File: src/rtl/hub75_scan_pkg.sv
// Shared types and constants for the HUB75 scan reader and its display timer.
package hub75_scan_pkg;

    typedef enum logic [2:0] {
        IDLE,
        PREFETCH,
        SHIFT,
        BLANK,
        LATCH,
        DISPLAY
    } scanState_e;

    localparam int RAM_ADDR_W = 11;
    localparam int RAM_DATA_W = 2;
    localparam int TOP_BIT    = 1;
    localparam int BOT_BIT    = 0;

endpackage

File: src/rtl/hub75_display_timer.sv
// DISPLAY-phase down-counter with terminal-count flag and optional brightness gate.
// Optional feature macro: HUB75_SCAN_BRIGHTNESS_EN.
module hub75_display_timer #(
    parameter int DISPLAY_CYCLES = 256
) (
    input  logic       clk,
    input  logic       reset,
    input  logic       load,
    input  logic       run,
`ifdef HUB75_SCAN_BRIGHTNESS_EN
    input  logic [7:0] brightness,
`endif
    output logic       lastCycle,
    output logic       litNext
);

    localparam int CNT_W = $clog2(DISPLAY_CYCLES + 1);
    localparam logic [CNT_W-1:0] LOAD_VAL = CNT_W'(DISPLAY_CYCLES - 1);

    logic [CNT_W-1:0] count;
    logic [CNT_W-1:0] countNext;

    always_comb begin
        countNext = count;
        if (load) begin
            countNext = LOAD_VAL;
        end else if (run && count != '0) begin
            countNext = count - CNT_W'(1);
        end
    end

    always_ff @(posedge clk or negedge reset) begin
        if (!reset) begin
            count <= '0;
        end else begin
            count <= countNext;
        end
    end

    assign lastCycle = (count == '0);

`ifdef HUB75_SCAN_BRIGHTNESS_EN
    // Elapsed cycles d = DISPLAY_CYCLES-1-count, so d < brightness <=> count + brightness >= DISPLAY_CYCLES.
    localparam int SUM_W = CNT_W + 9;
    logic [SUM_W-1:0] litSum;
    assign litSum  = SUM_W'(countNext) + SUM_W'(brightness);
    assign litNext = (litSum >= SUM_W'(DISPLAY_CYCLES));
`else
    assign litNext = 1'b1;
`endif

endmodule

File: src/rtl/hub75_scan_reader.sv
// Reads the 2-bit framebuffer row pair by row pair and serialises it to a HUB75 panel.
// Optional feature macro: HUB75_SCAN_BRIGHTNESS_EN (adds brightness input, gates panel_oe_n).
module hub75_scan_reader
    import hub75_scan_pkg::*;
#(
    parameter int COL_BITS       = 6,
    parameter int ROW_BITS       = 5,
    parameter int DISPLAY_CYCLES = 256
) (
    input  logic                  clk,
    input  logic                  reset,
    input  logic                  enable,
`ifdef HUB75_SCAN_BRIGHTNESS_EN
    input  logic [7:0]            brightness,
`endif
    input  logic [RAM_DATA_W-1:0] ram_q,
    output logic [RAM_ADDR_W-1:0] ram_addr,
    output logic                  ram_clk_en,
    output logic                  pixel_top,
    output logic                  pixel_bottom,
    output logic                  panel_clk,
    output logic                  panel_latch,
    output logic                  panel_oe_n,
    output logic [ROW_BITS-1:0]   row_addr,
    output logic                  frame_done
);

    scanState_e          state;
    logic [COL_BITS-1:0] col;
    logic [ROW_BITS-1:0] row;
    logic                phase;
    logic                lastCycle;
    logic                litNext;

    logic [COL_BITS-1:0] colNext;
    logic [COL_BITS-1:0] colAfter;
    logic [ROW_BITS-1:0] rowNext;

    assign colNext  = col + COL_BITS'(1);
    assign colAfter = col + COL_BITS'(2);
    assign rowNext  = row + ROW_BITS'(1);

    hub75_display_timer #(
        .DISPLAY_CYCLES(DISPLAY_CYCLES)
    ) u_timer (
        .clk       (clk),
        .reset     (reset),
        .load      (state == LATCH),
        .run       (state == DISPLAY),
`ifdef HUB75_SCAN_BRIGHTNESS_EN
        .brightness(brightness),
`endif
        .lastCycle (lastCycle),
        .litNext   (litNext)
    );

    // Outputs are registered for the state being entered, so they are valid throughout that state.
    always_ff @(posedge clk or negedge reset) begin
        if (!reset) begin
            state        <= IDLE;
            col          <= '0;
            row          <= '0;
            phase        <= 1'b0;
            ram_addr     <= '0;
            ram_clk_en   <= 1'b0;
            pixel_top    <= 1'b0;
            pixel_bottom <= 1'b0;
            panel_clk    <= 1'b0;
            panel_latch  <= 1'b0;
            panel_oe_n   <= 1'b1;
            row_addr     <= '0;
            frame_done   <= 1'b0;
        end else begin
            frame_done <= 1'b0;
            case (state)
                IDLE: begin
                    panel_oe_n <= 1'b1;
                    ram_clk_en <= 1'b0;
                    if (enable) begin
                        state      <= PREFETCH;
                        ram_addr   <= {row, {COL_BITS{1'b0}}};
                        ram_clk_en <= 1'b1;
                    end
                end
                PREFETCH: begin
                    state      <= SHIFT;
                    phase      <= 1'b0;
                    panel_clk  <= 1'b0;
                    ram_addr   <= {row, colNext};
                    ram_clk_en <= (col != '1);
                end
                SHIFT: begin
                    if (!phase) begin
                        pixel_top    <= ram_q[TOP_BIT];
                        pixel_bottom <= ram_q[BOT_BIT];
                        panel_clk    <= 1'b1;
                        ram_clk_en   <= 1'b0;
                        phase        <= 1'b1;
                    end else begin
                        col       <= colNext;
                        phase     <= 1'b0;
                        panel_clk <= 1'b0;
                        if (col == '1) begin
                            state <= BLANK;
                        end else begin
                            ram_addr   <= {row, colAfter};
                            ram_clk_en <= (colNext != '1);
                        end
                    end
                end
                BLANK: begin
                    state       <= LATCH;
                    panel_latch <= 1'b1;
                end
                LATCH: begin
                    state       <= DISPLAY;
                    panel_latch <= 1'b0;
                    row_addr    <= row;
                    panel_oe_n  <= !litNext;
                end
                DISPLAY: begin
                    if (!lastCycle) begin
                        panel_oe_n <= !litNext;
                    end else begin
                        row        <= rowNext;
                        frame_done <= (row == '1);
                        panel_oe_n <= 1'b1;
                        if (enable) begin
                            state      <= PREFETCH;
                            ram_addr   <= {rowNext, {COL_BITS{1'b0}}};
                            ram_clk_en <= 1'b1;
                        end else begin
                            state <= IDLE;
                        end
                    end
                end
                default: state <= IDLE;
            endcase
        end
    end

endmodule
File: config.mk
export PLATFORM = sky130hd
export DESIGN_NAME = hub75_scan_reader
export DESIGN_NICKNAME = d
export VERILOG_FILES = /design/src/rtl/hub75_scan_pkg.sv /design/src/rtl/hub75_display_timer.sv /design/src/rtl/hub75_scan_reader.sv
export SDC_FILE = /design/constraint.sdc
export NUM_CORES = 1
export LEC_CHECK = 0
export ABC_CLOCK_PERIOD_IN_PS = 3300
export BUFFER_PORTS_ARGS = -buffer_cell sky130_fd_sc_hd__buf_2
export CORE_UTILIZATION = 60
export CTS_BUF_LIST = sky130_fd_sc_hd__clkbuf_4 sky130_fd_sc_hd__clkbuf_8
export DETAILED_ROUTE_END_ITERATION = 16
export PLACE_DENSITY = 0.84
export REMOVE_ABC_BUFFERS = 1
export SLEW_MARGIN = 40
export SYNTH_ARGS = -nofsm -noshare
export SYNTH_HDL_FRONTEND = slang
export SYNTH_SLANG_ARGS = --single-unit
File: constraint.sdc
create_clock -name clk -period 3.3 [get_ports clk]
set_input_delay 0.99 -clock clk [delete_from_list [all_inputs] [get_ports clk]]
set_output_delay 0.99 -clock clk [all_outputs]
set_load 0.03 [all_outputs]
# Word-level counts from Yosys, hierarchy flattened
# Index checks and enable logic that the tools add are counted.
# word_totals
word_cells,76
romBits,0
output_inout_bits,23
ram_bits,0
latchBits,0
mem_count,0
register_bits,46
# op_classes
n_lt_le_gt_ge,0
addsub,4
mul,0
eq_ne,16
div_mod_pow,0
mux,27
reduce_logical,15
bitwise_logic,1
shift,0
# op_table
operator,n
$mux 11,5
$pmux 11 s4,1
$mux 9,2
$pmux 3 s6,1
$mux 3,4
$ne 2x2->1 const B,6
$ne 6x6->1 const B,2
$mux 1,10
$logic_not 9->1,1
$reduce_bool 9->1,1
$sub 9x1->9 const B,1
$reduce_and 4->1,2
$add 6x1->6 const B,1
$add 6x2->6 const B,1
$eq 3x2->1 const B,2
$eq 3x3->1 const B,2
$eq 6x6->1 const B,1
$reduce_and 2->1,3
$reduce_and 6->1,1
$reduce_bool 2->1,3
$add 5x1->5 const B,1
$eq 5x5->1 const B,1
$pmux 1 s2,2
$pmux 1 s4,1
8 further kinds,8

# Longest topological paths before layout
# logic_depth
depth_word,5
depth_mapped,8
ltp_nobuf,7

# Hierarchy
# Synthesis repeated with hierarchy kept, for this count alone.
# unflattened
cells_unflattened,242
area_unflattened_um2,2578.7
# modules_own_cells
mod,n_inst,area_each_um2,seq_area_each_um2,cells_per_inst
hub75_scan_reader,1,2035.7,927.1,185
hub75_display_timer,1,543.0,225.2,57

# Least setup slack after synthesis
# No wires, ideal clock.
# synth_path
path_type,register to register
startpoint,register u_timer.count[6]
endpoint,register ram_addr[1]
t_arrival_ns,1.900
setup_time_ns,0.137
n_path_buf,1
period_less_slack_ns,2.037
path_slack_ns,1.263
stages_incl_launch_ff,7
required_ns,3.163
cell_sequence,dfrtp_1 -> or4_4 -> o41ai_4 -> o211ai_4 -> buf_2 -> nand2_1 -> o31ai_2
# synth_via
elab_chain_len,3
# synth_rtl
element,line,text
"start, declared",hub75_display_timer.sv:20,logic [CNT_W-1:0] count;
"start signal, assigned",hub75_display_timer.sv:36,count <= countNext;
$logic_not 9->1,hub75_display_timer.sv:40,assign lastCycle = (count == '0);
$ne 2x2->1 (no source line),--,
$reduce_and 6->1 (no source line),--,
"end signal, assigned",hub75_scan_reader.sv:81,"ram_addr <= {row, {COL_BITS{1'b0}}};"
"end signal, assigned",hub75_scan_reader.sv:89,"ram_addr <= {row, colNext};"
"end signal, assigned",hub75_scan_reader.sv:106,"ram_addr <= {row, colAfter};"
"end, declared",hub75_scan_reader.sv:17,"output logic [RAM_ADDR_W-1:0] ram_addr,"
# Every way passes these cells.
# A chain may end at the register's enable or synchronous reset.

# Final worst setup path
# layout_path
startpoint,register state[2]
endpoint,register u_timer.count[5]
# layout_via
elab_chain_len,3
elab_cells_between_ends,5
classes_between,eq/ne (2); mux (1); reduce/logical (2)
# layout_rtl
element,line,text
"start, declared",hub75_scan_reader.sv:28,scanState_e state;
"start signal, assigned",hub75_scan_reader.sv:60,state <= IDLE;
"start signal, assigned",hub75_scan_reader.sv:80,state <= PREFETCH;
"start signal, assigned",hub75_scan_reader.sv:86,state <= SHIFT;
$eq 3x3->1,hub75_scan_reader.sv:49,".run (state == DISPLAY),"
$logic_and 1x1->1,hub75_display_timer.sv:27,end else if (run && count != '0) begin
$reduce_bool 2->1 (no source line),--,
# Several ways; a longest one is shown, not always the timed one.

==> impl_results.md <==
- Hold path cells: 1
- Startpoint types: flip-flop
- Data arrival, critical path: 2.67 ns
- Die Area: 4200 um^2
- Vias: 1740
- Mux contribution to synthesized area: 0.0507
- IO buf count: 27
- Antenna cells: 0
- Reg2reg end: u_timer.count[5]
- Flop-to-flop setup slack: 0.79 ns
- Max Cap Viol: 0
- Fin crit share: 0.760
- Ys async rst share: 1.00
- Reg-to-Reg Start: state[2]
- Total Wirelength: 4.50 mm
- Mapped Cells: 228
- Row cnt: 22
- Xor and xnor area share after synthesis: 0.0851
- Final Slew Violations: 0
- Placer Congestion: 0.821
- First-pass GRT wire length: 7.73 mm
- Fill cells: 279
- Ys flop type: dfrtp_1
- Required time worst endpoint: 3.46 ns
- Initial Utilization: 0.637
- Clock Tree Root: clkbuf_8
- Distinct cell type count after synthesis: 49
- Outcome: completed
- Area of the multi-input gates: 1130 um^2
- Resize count post-CTS: 0
- ANT nets after route: 0
- Worst skew pair latency: 0.30 ns
- Layout overhead on the synthesized area: 11.0%
- Drt drc: 0
- Worst hold start: ram_addr[4]
- RSZ-0062 raised after global routing: false
- Maximum clock path buffer count: 2
- Post-route setup slack: 0.792 ns
- Vias in the first global route: 1618
- Leak: 1.32 nW
- Drt initial violations: 106
- Hold WC Path Type: reg2reg
- Post-synthesis sequential area ratio: 0.487
- Post-Route Setup TNS: 0 ns
- Clk pin slew, worst setup/hold paths: 0.09 ns
- Worst setup EP type: flip-flop
- Hold Buf Count CTS: 0
- Setup-failing EPs final: 0
- TritonCTS clock tree: yes
- H-tree depth: 2
- GRT Total Usage: 0.246
- Final Skew: 0.00603 ns
- Synth Area in Adders: 0.0317
- Largest net degree at the start of global routing: 47
- Final hold viol count: 0
- Design Area, Final: 2630 um^2
- Setup Buffers After CTS: 0
- Mean Syn Cell Area: 10.4 um^2
- Final core occ: 0.707
- Peak VDD IR: 0.000336 V
- Netlist Area Pre-Place: 2370 um^2
- Synthesis Warnings: 0
- Die H: 64.8 um
- Via-per-instance ratio: 5.78
- Initial antenna violation count: 0
- CP Class: reg2reg
- DP Area: 2520 um^2
- Avg WL per Cell: 15.0 um
- Relative slew margins: 0.553
- Drt pass-1 iters: 4
- Reg2Reg Depth: 5
- Pre-CTS WS: 0.828 ns
- Compound-Gate Fraction of Synth Area: 0.159
- Hold Path Sink: ram_addr[4]
- Worst Tran Pin Value: 0.671 ns
- Hold slack: 0.493 ns
- Final #Nets: 263
- # IOs: 28
- Register area: 1150 um^2
- Post-synth EDFFs: 0
- Num CTS Buffers: 5
- Crit path time final: 2.51 ns
- Layout cells sized above 1: 0.213
- Synthesized flop and latch total: 46
- Overflow after GRT: 0
- Pwr dens: 379 nW/um^2
- Clock sinks: 46
- Worst setup startpoint: state[2]
- Post-Synth Simple-Gate Area: 0.153
- Worst Path Max Fanout: 19
- DP Wirelength: 3.14 mm
- Main combinational cell family by area after synthesis: compound AO/OA/AOI/OAI gates
- Placeable Area: 3720 um^2
- Width of the die: 64.8 um
- Maximum clock rate: 399 MHz
-- worst max-delay path by stage --
| stage | endpoint | cells after the start |
|---|---|---|
| after global routing | u_timer.count[5] | 5 |
| final | u_timer.count[5] | 5 |
| after detailed placement | u_timer.count[5] | 5 |
| after global placement | u_timer.count[5] | 5 |
| after CTS | u_timer.count[5] | 5 |
| after floorplan | u_timer.count[5] | 5 |
-- worst max-delay path, cell delays in order, from the launching register on --
cell       delay [ns]
dfrtp_1          0.78
nand3b_1         0.29
or4_1            0.51
a2111oi_0        0.53
xnor2_1          0.17
nand2_1          0.07
-- power breakdown --
part | internal (mW) | switching, mW
registers | 0.564 | 0.000531
clock network | 0.223 | 0.190
logic | 0.00378 | 0.0145
-- kinds of logic after synthesis --
family	after synthesis
muxes	11
AOI/OAI and AO/OA	47
xor gates and xnor gates	23
buffers and inverters	18
adders and majority gates	6
and+or+nand+nor	77
DFF	46
-- layout by cell type (no fill, tap or decap), types with 4 or more instances in the layout --
master and n:
ha_1 6, a21oi_1 7, xor2_1 8, o31ai_2 4, nand2b_1 4, and3_1 4, mux2_2 8, dfrtp_1 45
inv_1 7, nand3_1 4, nor3_1 4, o21ai_0 10, xnor2_1 15, nor2_1 13, clkbuf_8 5, buf_2 26
nand2_1 35
-- per-stage QoR --
stage / cells / power, mW
after floorplan: 217 / 0.580
after detailed placement: 293 / 0.596
after global placement: 293 / 0.595
final: 301 / 0.996
after global routing: 301 / 1.03
after CTS: 301 / 1.00
-- layer usage --
metal  vias up  GRT usage  routed length [um]
met1       860      0.354                2180
li1        849          -                   -
met3         5     0.0634                 148
met5         -          0                   0
met2        26      0.365                2120
met4         0     0.0750                  51
-- state kept, by name, summed over array words and instances (netlist names) --
signal and cells:
state 3, phase 1, row_addr 5, row 5, panel_oe_n 1, ram_addr 11, u_timer.count 9, col 6
frame_done 1, panel_latch 1, pixel_bottom 1, pixel_top 1, ram_clk_en 1
-- area by class of cell --
type	instances	area share
tap	48	0.0229
sequential	46	0.439
clock buffer	5	0.0262
inverter	7	0.0100
timing repair buffer	28	0.0552
clock inverter	3	0.0152
multi-input combinational	164	0.432
-- cell usage after synthesis (2+ instances only) --
cell type  count  share of area
dfrtp_1       45           0.48
nand2_1       35          0.055
xnor2_1       15          0.055
nor2_1        13          0.021
o21ai_0       10          0.021
clkbuf_1       8          0.013
mux2_2         8          0.038
xor2_1         8          0.030
a21oi_1        7          0.015
inv_1          7          0.011
ha_1           6          0.032
and3_1         4          0.011
nand2b_1       4          0.011
nand3_1        4         0.0085
nor3_1         4         0.0085
o31ai_2        4          0.021
a22oi_1        3         0.0095
a31oi_1        3         0.0079
mux2i_1        3          0.013
nand4_1        3         0.0079
nor2b_1        3         0.0079
o211ai_1       3         0.0095
o22ai_1        2         0.0053
Power figures use the tool's default switching activity.
